<file path="src/rtl/if_prefetch_buffer_if.sv">
// Handshake bundle around the instruction prefetch buffer: fetch request and
// response channels toward instruction memory, the redirect input, and the
// valid/ready channel toward decode. The master side is the prefetch buffer.
interface if_prefetch_buffer_if #(
    parameter int ADDR_W = 64,
    parameter int DEPTH  = 4
);
    localparam int CNT_W = $clog2(DEPTH + 1);

    // Fetch request channel
    logic              imem_req_valid;
    logic              imem_req_ready;
    logic [ADDR_W-1:0] imem_req_addr;

    // Fetch response channel (in request order, no back-pressure)
    logic              imem_rsp_valid;
    logic [31:0]       imem_rsp_data;

    // Control-flow redirect
    logic              redirect_valid;
    logic [ADDR_W-1:0] redirect_pc;

    // Decode channel
    logic              id_valid;
    logic              id_ready;
    logic [31:0]       id_instr;
    logic [ADDR_W-1:0] id_pc;
    logic [CNT_W-1:0]  occupancy;

    modport master (
        output imem_req_valid, imem_req_addr,
        input  imem_req_ready,
        input  imem_rsp_valid, imem_rsp_data,
        input  redirect_valid, redirect_pc,
        output id_valid, id_instr, id_pc, occupancy,
        input  id_ready
    );

    modport slave (
        input  imem_req_valid, imem_req_addr,
        output imem_req_ready,
        output imem_rsp_valid, imem_rsp_data,
        output redirect_valid, redirect_pc,
        input  id_valid, id_instr, id_pc, occupancy,
        output id_ready
    );
endinterface

</file>
<file path="src/rtl/if_prefetch_buffer.sv">
// Instruction prefetch buffer. Issues sequential fetches under a credit limit
// (queued + in-flight <= DEPTH), queues returned instructions with their PCs,
// and hands them to decode. A redirect empties the queue and marks every
// in-flight fetch as stale so its response is dropped when it arrives.
module if_prefetch_buffer #(
    parameter int                ADDR_W   = 64,
    parameter int                DEPTH    = 4,
    parameter logic [ADDR_W-1:0] RESET_PC = '0
) (
    input  logic                 clk,
    input  logic                 reset,  // asynchronous, active-low
    if_prefetch_buffer_if.master bus
);
    localparam int CNT_W = $clog2(DEPTH + 1);
    localparam int PTR_W = $clog2(DEPTH);
    localparam int SUM_W = CNT_W + 1;

    localparam logic [ADDR_W-1:0] RESET_PC_ALIGNED = {RESET_PC[ADDR_W-1:2], 2'b00};

    typedef struct packed {
        logic [31:0]       instr;
        logic [ADDR_W-1:0] pc;
    } entry_t;

    entry_t            mem_q [DEPTH];
    logic [PTR_W-1:0]  wr_ptr_q, wr_ptr_d;
    logic [PTR_W-1:0]  rd_ptr_q, rd_ptr_d;
    logic [CNT_W-1:0]  occ_q, occ_d;        // valid queue entries
    logic [CNT_W-1:0]  out_q, out_d;        // accepted requests awaiting a response
    logic [CNT_W-1:0]  drop_q, drop_d;      // oldest in-flight responses to discard
    logic [ADDR_W-1:0] fetch_pc_q, fetch_pc_d;
    logic [ADDR_W-1:0] rsp_pc_q, rsp_pc_d;  // PC of the oldest non-dropped in-flight request

    logic [SUM_W-1:0]  credit_used;
    logic              req_fire;
    logic              rsp_take;
    logic              rsp_keep;
    logic              push;
    logic              pop;
    logic [ADDR_W-1:0] redirect_base;

    assign credit_used   = SUM_W'(occ_q) + SUM_W'(out_q);
    assign redirect_base = {bus.redirect_pc[ADDR_W-1:2], 2'b00};

    // Request side: fetch_pc only moves on accept, so valid/addr hold while stalled.
    assign bus.imem_req_valid = reset && (credit_used < SUM_W'(DEPTH));
    assign bus.imem_req_addr  = reset ? fetch_pc_q : '0;

    assign req_fire = bus.imem_req_valid && bus.imem_req_ready;
    // A response with nothing outstanding is a protocol error and is ignored.
    assign rsp_take = bus.imem_rsp_valid && (out_q != '0);
    assign rsp_keep = rsp_take && (drop_q == '0);
    // A redirect discards whatever would have been written this cycle.
    assign push     = rsp_keep && !bus.redirect_valid;
    assign pop      = bus.id_valid && bus.id_ready;

    // Decode side reads straight from registered storage; no response bypass.
    assign bus.id_valid  = (occ_q != '0);
    assign bus.id_instr  = bus.id_valid ? mem_q[rd_ptr_q].instr : '0;
    assign bus.id_pc     = bus.id_valid ? mem_q[rd_ptr_q].pc    : '0;
    assign bus.occupancy = occ_q;

    // Next-state for counters, queue pointers and both PC trackers.
    always_comb begin
        // NOTE: every output of this block gets a default first, so no path leaves a value unassigned and no latch is inferred.
        out_d      = out_q;
        drop_d     = drop_q;
        occ_d      = occ_q;
        wr_ptr_d   = wr_ptr_q;
        rd_ptr_d   = rd_ptr_q;
        fetch_pc_d = fetch_pc_q;
        rsp_pc_d   = rsp_pc_q;

        case ({req_fire, rsp_take})
            2'b10:   out_d = out_q + CNT_W'(1);
            2'b01:   out_d = out_q - CNT_W'(1);
            default: out_d = out_q;
        endcase

        if (req_fire) begin
            fetch_pc_d = fetch_pc_q + ADDR_W'(4);
        end
        if (rsp_take && (drop_q != '0)) begin
            drop_d = drop_q - CNT_W'(1);
        end
        if (rsp_keep) begin
            rsp_pc_d = rsp_pc_q + ADDR_W'(4);
        end

        if (push) begin
            wr_ptr_d = wr_ptr_q + PTR_W'(1);
        end
        if (pop) begin
            rd_ptr_d = rd_ptr_q + PTR_W'(1);
        end
        case ({push, pop})
            2'b10:   occ_d = occ_q + CNT_W'(1);
            2'b01:   occ_d = occ_q - CNT_W'(1);
            default: occ_d = occ_q;
        endcase

        // Redirect overrides the above after this cycle's handshakes are counted:
        // everything still in flight, including a request accepted now, is stale.
        if (bus.redirect_valid) begin
            drop_d     = out_d;
            occ_d      = '0;
            wr_ptr_d   = '0;
            rd_ptr_d   = '0;
            fetch_pc_d = redirect_base;
            rsp_pc_d   = redirect_base;
        end
    end

    // Control and PC registers.
    always_ff @(posedge clk or negedge reset) begin
        if (!reset) begin
            wr_ptr_q   <= '0;
            rd_ptr_q   <= '0;
            occ_q      <= '0;
            out_q      <= '0;
            drop_q     <= '0;
            fetch_pc_q <= RESET_PC_ALIGNED;
            rsp_pc_q   <= RESET_PC_ALIGNED;
        end else begin
            // NOTE: non-blocking assignments so every register samples this cycle's values, independent of statement order.
            wr_ptr_q   <= wr_ptr_d;
            rd_ptr_q   <= rd_ptr_d;
            occ_q      <= occ_d;
            out_q      <= out_d;
            drop_q     <= drop_d;
            fetch_pc_q <= fetch_pc_d;
            rsp_pc_q   <= rsp_pc_d;
        end
    end

    // Queue storage written at the tail with the response and its tracked PC.
    // NOTE: storage has no reset; an entry is only visible once occ_q covers it, and the outputs are forced to 0 when empty.
    always_ff @(posedge clk) begin
        if (push) begin
            mem_q[wr_ptr_q] <= '{instr: bus.imem_rsp_data, pc: rsp_pc_q};
        end
    end

    // Protocol and bookkeeping invariants.
    a_rsp_needs_req: assert property (@(posedge clk) disable iff (!reset)
        bus.imem_rsp_valid |-> (out_q != '0));
    a_credit_bound: assert property (@(posedge clk) disable iff (!reset)
        credit_used <= SUM_W'(DEPTH));
    a_drop_bound: assert property (@(posedge clk) disable iff (!reset)
        drop_q <= out_q);
endmodule
</file>
<file path="src/flat_wrapper.sv">
// flat-port wrapper written by rule: the top's interface ports become plain ports
module if_prefetch_buffer_flat 
#(
    parameter int                ADDR_W   = 64,
    parameter int                DEPTH    = 4,
    parameter logic [ADDR_W-1:0] RESET_PC = '0
)
  (clk, reset, bus_imem_req_valid, bus_imem_req_addr, bus_imem_req_ready, bus_imem_rsp_valid, bus_imem_rsp_data, bus_redirect_valid, bus_redirect_pc, bus_id_valid, bus_id_instr, bus_id_pc, bus_occupancy, bus_id_ready);
  if_prefetch_buffer_if #(.ADDR_W(ADDR_W), .DEPTH(DEPTH)) bus_i ();
  input  logic clk;
  input  logic reset;
  output wire logic [$bits(bus_i.imem_req_valid)-1:0] bus_imem_req_valid;
  output wire logic [$bits(bus_i.imem_req_addr)-1:0] bus_imem_req_addr;
  input wire logic [$bits(bus_i.imem_req_ready)-1:0] bus_imem_req_ready;
  input wire logic [$bits(bus_i.imem_rsp_valid)-1:0] bus_imem_rsp_valid;
  input wire logic [$bits(bus_i.imem_rsp_data)-1:0] bus_imem_rsp_data;
  input wire logic [$bits(bus_i.redirect_valid)-1:0] bus_redirect_valid;
  input wire logic [$bits(bus_i.redirect_pc)-1:0] bus_redirect_pc;
  output wire logic [$bits(bus_i.id_valid)-1:0] bus_id_valid;
  output wire logic [$bits(bus_i.id_instr)-1:0] bus_id_instr;
  output wire logic [$bits(bus_i.id_pc)-1:0] bus_id_pc;
  output wire logic [$bits(bus_i.occupancy)-1:0] bus_occupancy;
  input wire logic [$bits(bus_i.id_ready)-1:0] bus_id_ready;
  assign bus_imem_req_valid = bus_i.imem_req_valid;
  assign bus_imem_req_addr = bus_i.imem_req_addr;
  assign bus_i.imem_req_ready = bus_imem_req_ready;
  assign bus_i.imem_rsp_valid = bus_imem_rsp_valid;
  assign bus_i.imem_rsp_data = bus_imem_rsp_data;
  assign bus_i.redirect_valid = bus_redirect_valid;
  assign bus_i.redirect_pc = bus_redirect_pc;
  assign bus_id_valid = bus_i.id_valid;
  assign bus_id_instr = bus_i.id_instr;
  assign bus_id_pc = bus_i.id_pc;
  assign bus_occupancy = bus_i.occupancy;
  assign bus_i.id_ready = bus_id_ready;
  if_prefetch_buffer #(.ADDR_W(ADDR_W), .DEPTH(DEPTH), .RESET_PC(RESET_PC)) u_core (.clk(clk), .reset(reset), .bus(bus_i));
endmodule
</file>
<file path="config.mk">
export PLATFORM = sky130hd
export DESIGN_NAME = if_prefetch_buffer_flat
export DESIGN_NICKNAME = d
export VERILOG_FILES = /design/src/rtl/if_prefetch_buffer_if.sv /design/src/rtl/if_prefetch_buffer.sv /design/src/flat_wrapper.sv
export SDC_FILE = /design/constraint.sdc
export NUM_CORES = 1
export LEC_CHECK = 0
export CORE_MARGIN = 5
export CORE_UTILIZATION = 45
export CTS_BUF_LIST = sky130_fd_sc_hd__clkbuf_8
export CTS_CLUSTER_DIAMETER = 60
export DETAILED_ROUTE_END_ITERATION = 16
export PLACE_DENSITY = 0.7
export SETUP_SLACK_MARGIN = 0.1
export SLEW_MARGIN = 0
export SYNTH_ARGS = -nofsm -noshare
export SYNTH_HDL_FRONTEND = slang
export SYNTH_SLANG_ARGS = --single-unit
</file>
<file path="constraint.sdc">
create_clock -name clk -period 11.5 [get_ports clk]
set_input_delay 1.15 -clock clk [delete_from_list [all_inputs] [get_ports clk]]
set_output_delay 1.15 -clock clk [all_outputs]
set_load 0.05 [all_outputs]
</file>
==> summary.md <==
| Metric | Value |
|---|---|
| Status | `completed` |
| Clk_lat worst skew | `about 0.66 ns` |
| Synth-to-Final Area Change | `21.0%` |
| Synth Warn # | `0` |
| CP startpoint kind | `flip-flop` |
| Post-synth EDFFs | `376` |
| Die width | `roughly 240 um` |
| Register area | `14700 sq um` |
| Slew of the pin with the lowest slew margin | `1.29 ns` |
| Layout fillers | `4164` |
| Final nets | `2027` |
| Grt ovf | `0` |
| First-pass GRT wire length | `89.5 mm` |
| Setup TNS | `0 ns` |
| Clock transition at path regs | `about 0.070 ns` |
| WL final | `58.1 mm` |
| CTS H-tree lvls | `3` |
| Clk root buf | `clkbuf_8` |
| Cell variety after synth | `slightly below 70` |
| Fin crit period | `5.59 ns` |
| Vias after detailed routing | `15160` |
| Critical Path End Type | `output port` |
| Buf+Inv Stages, Crit Path | `3` |
| CP dominant cell by count | `buf_4` |
| Clock Path Buffers | `3` |
| Die height | `between 200 and 250 um` |
| GRT Resource Usage Total | `20.2%` |
| Type of the worst min-delay path | `in2async` |
| HPWL Detailed | `37.6 mm` |
| Final hold violation count | `0` |
| Flop2flop setup slack | `8.04 ns` |
| Port buffer count | `between 200 and 300` |
| # IOs | `267` |
| Hold Slack | `around 0.45 ns` |
| Routed length per instance | `around 22 um` |
| Peak supply drop | `0.113 mV` |
| Initial Util | `roughly 45%` |
| Post-CTS resize count | `0` |
| Initial DRC Count | `roughly 1200` |
| Core Area | `51300 sq um` |
| Fin crit share | `48.6%` |
| CTS Sinks | `slightly above 500` |
| Register area share after synthesis | `63.2%` |
| PD cells | `188 nW/um^2` |
| Critical path arrival | `4.44 ns` |
| CP Cell Sequence | `buf_4, buf_4, mux4_2, and2_1, clkdlybuf4s50_1` |
| Final WS setup | `5.91 ns` |
| Primary FF master, synth | `edfxtp_1` |
| RePlAce Congestion | `0.889` |
| Worst Clk Skew | `0.0185 ns` |
| Pre-CTS setup slack | `6.43 ns` |
| Synthesized area | `23300 sq um` |
| Slowest stage delay, CP | `0.82 ns` |
| Layout cells sized above 1 | `15.6%` |
| Area fraction of the dominant cell type after synthesis | `around half` |
| Initial DRT Pass Iterations | `6` |
| Full die area | `56400 sq um` |
| Delay-heaviest family, CP | `buffers and inverters` |
| Row count | `83` |
| Number of setup violations in the final report | `0` |
| WP data required | `10.35 ns` |
| Total chip power | `5.30 mW` |
| Worst R2R Path Depth | `6` |
| Pleak | `9.64 nW` |
| Area occupied by multi-input gates | `about 8200 sq um` |
| Fraction of registers with async set/reset | `26.7%` |
| Yosys reg bits | `513` |
| Post-synthesis area per instance | `14.3 sq um` |
| Post-synth top area cell | `edfxtp_1` |
| Setup Buffers After CTS | `0` |
| TritonCTS Buffers | `85` |
| Vias in the first global route | `~15000` |
| Largest net degree at the start of global routing | `106` |
| Detail Route Antenna Nets | `0` |
| Maximum fanout along the worst path | `41` |
| Slowest CP cell | `buf_4` |
| Final Max Tran Viols | `0` |
| Critical path class | `reg2out` |
| Critical path depth | `5` |
| Syn Inst Count | `1626` |
| Max-cap check violation count | `0` |
| RSZ-0062 raised after global routing | `false` |
| Post-route cell area | `28200 sq um` |
| Hold buffer count at cts | `0` |
| Initial antenna violation count | `1` |
| CTS tree | `yes` |
| Synth top area cells | `edfxtp_1 48%, dfrtp_1 15%, mux4_2 9.1%` |
| Drt drc | `0` |
| Vias per cell | `around 5.7` |
| Slew HR | `13.1%` |
| Placed Area | `26600 sq um` |
| Fmax | `0.179 GHz` |
synthesized netlist by cell type, types with 13 or more instances:
cell and number:
a211oi_1 23, a311oi_1 13, and2_1 161, and3_1 29, buf_1 16, clkbuf_1 59, dfrtp_1 137, edfxtp_1 376
inv_1 28, mux2_2 46, mux2i_1 13, mux4_2 94, nand2_1 78, nand2b_1 14, nand3_1 48, nand4_1 57
nor2_1 108, nor3_1 39, nor4_1 38, nor4b_1 16, o21ai_0 18, xnor2_1 32, xor2_1 31
final timing paths:
path | start | to
max in group asynchronous | reset | u_core.rd_ptr_q[1]
setup reg to reg | u_core.rsp_pc_q[3] | u_core.rsp_pc_q[62]
min in group clk | u_core.out_q[2] | u_core.out_q[2]
hold / removal | reset | u_core.fetch_pc_q[16]
hold reg to reg | u_core.out_q[2] | u_core.out_q[2]
setup / recovery | u_core.rd_ptr_q[0] | bus_id_pc[34]
cell families (layout without fill, tap and decap cells):
group	after synthesis	count (layout)	share of synthesized area, %
buffers and inverters	110	463	1.86
xor gates and xnor gates	63	63	2.37
muxes	154	154	11.9
adders and majority gates	13	13	0.763
other	1	5	0.0161
AOI/OAI and AO/OA	123	123	4.02
DFF	513	513	63.2
and+or+nand+nor	649	649	15.8
layer usage:
| metal | wire length, um | track usage, % | vias up | part of all wire [%] |
|---|---|---|---|---|
| met5 | 0 | 0 | - | 0 |
| met1 | 25200 | 28.4 | 7677 | 43 |
| met3 | 3560 | 3.54 | 88 | 6.1 |
| met4 | 1150 | 6.16 | 0 | 2.0 |
| li1 | - | - | 6841 | - |
| met2 | 28100 | 32.6 | 554 | 48 |
placed cells by master (no fill, tap or decap), types with 9 or more instances in the layout:
cell,count
nor2_1,108
mux2_2,46
buf_4,19
and2_1,161
mux2i_1,13
xor2_1,31
clkdlybuf4s50_1,258
clkbuf_8,93
edfxtp_1,376
nand4_1,57
and4_1,9
clkinv_2,17
ha_1,11
dfrtp_1,135
xnor2_1,32
nor3_1,39
a21oi_1,12
o21ai_0,18
a211oi_1,23
clkinv_1,16
nor4_1,38
nand3_1,48
and3_1,25
nand2b_1,14
nand2_1,78
mux4_2,94
nor4b_1,16
inv_1,52
a311oi_1,13
stage by stage:
step	utilization, %	std cells
after floorplan	-	1629
after global placement	51.8	2505
after detailed placement	51.8	2505
after CTS	54.9	2662
after global routing	54.9	2663
final	54.9	2663
registers in the layout, indices dropped and copies added, names as in the netlist:
signal,flops
u_core.bus.occupancy,3
u_core.drop_q,3
u_core.mem_q,376
u_core.fetch_pc_q,62
u_core.wr_ptr_q,2
u_core.rsp_pc_q,62
u_core.out_q,3
u_core.rd_ptr_q,2
report_power, final:
group	internal (mW)	total [mW]	switching (mW)
clock network	0.770	1.49	0.724
logic	0.568	1.54	0.977
registers	2.11	2.26	0.147
total	3.45	5.30	1.85
cell type report:
type	instances	area share, %
multi-input combinational	1006	29.0
sequential	513	52.3
clock inverter	64	1.10
timing repair buffer	278	9.71
tap	680	3.02
clock buffer	93	4.54
inverter	28	0.382
antenna	1	0.00888
Power figures use the tool's default switching activity.
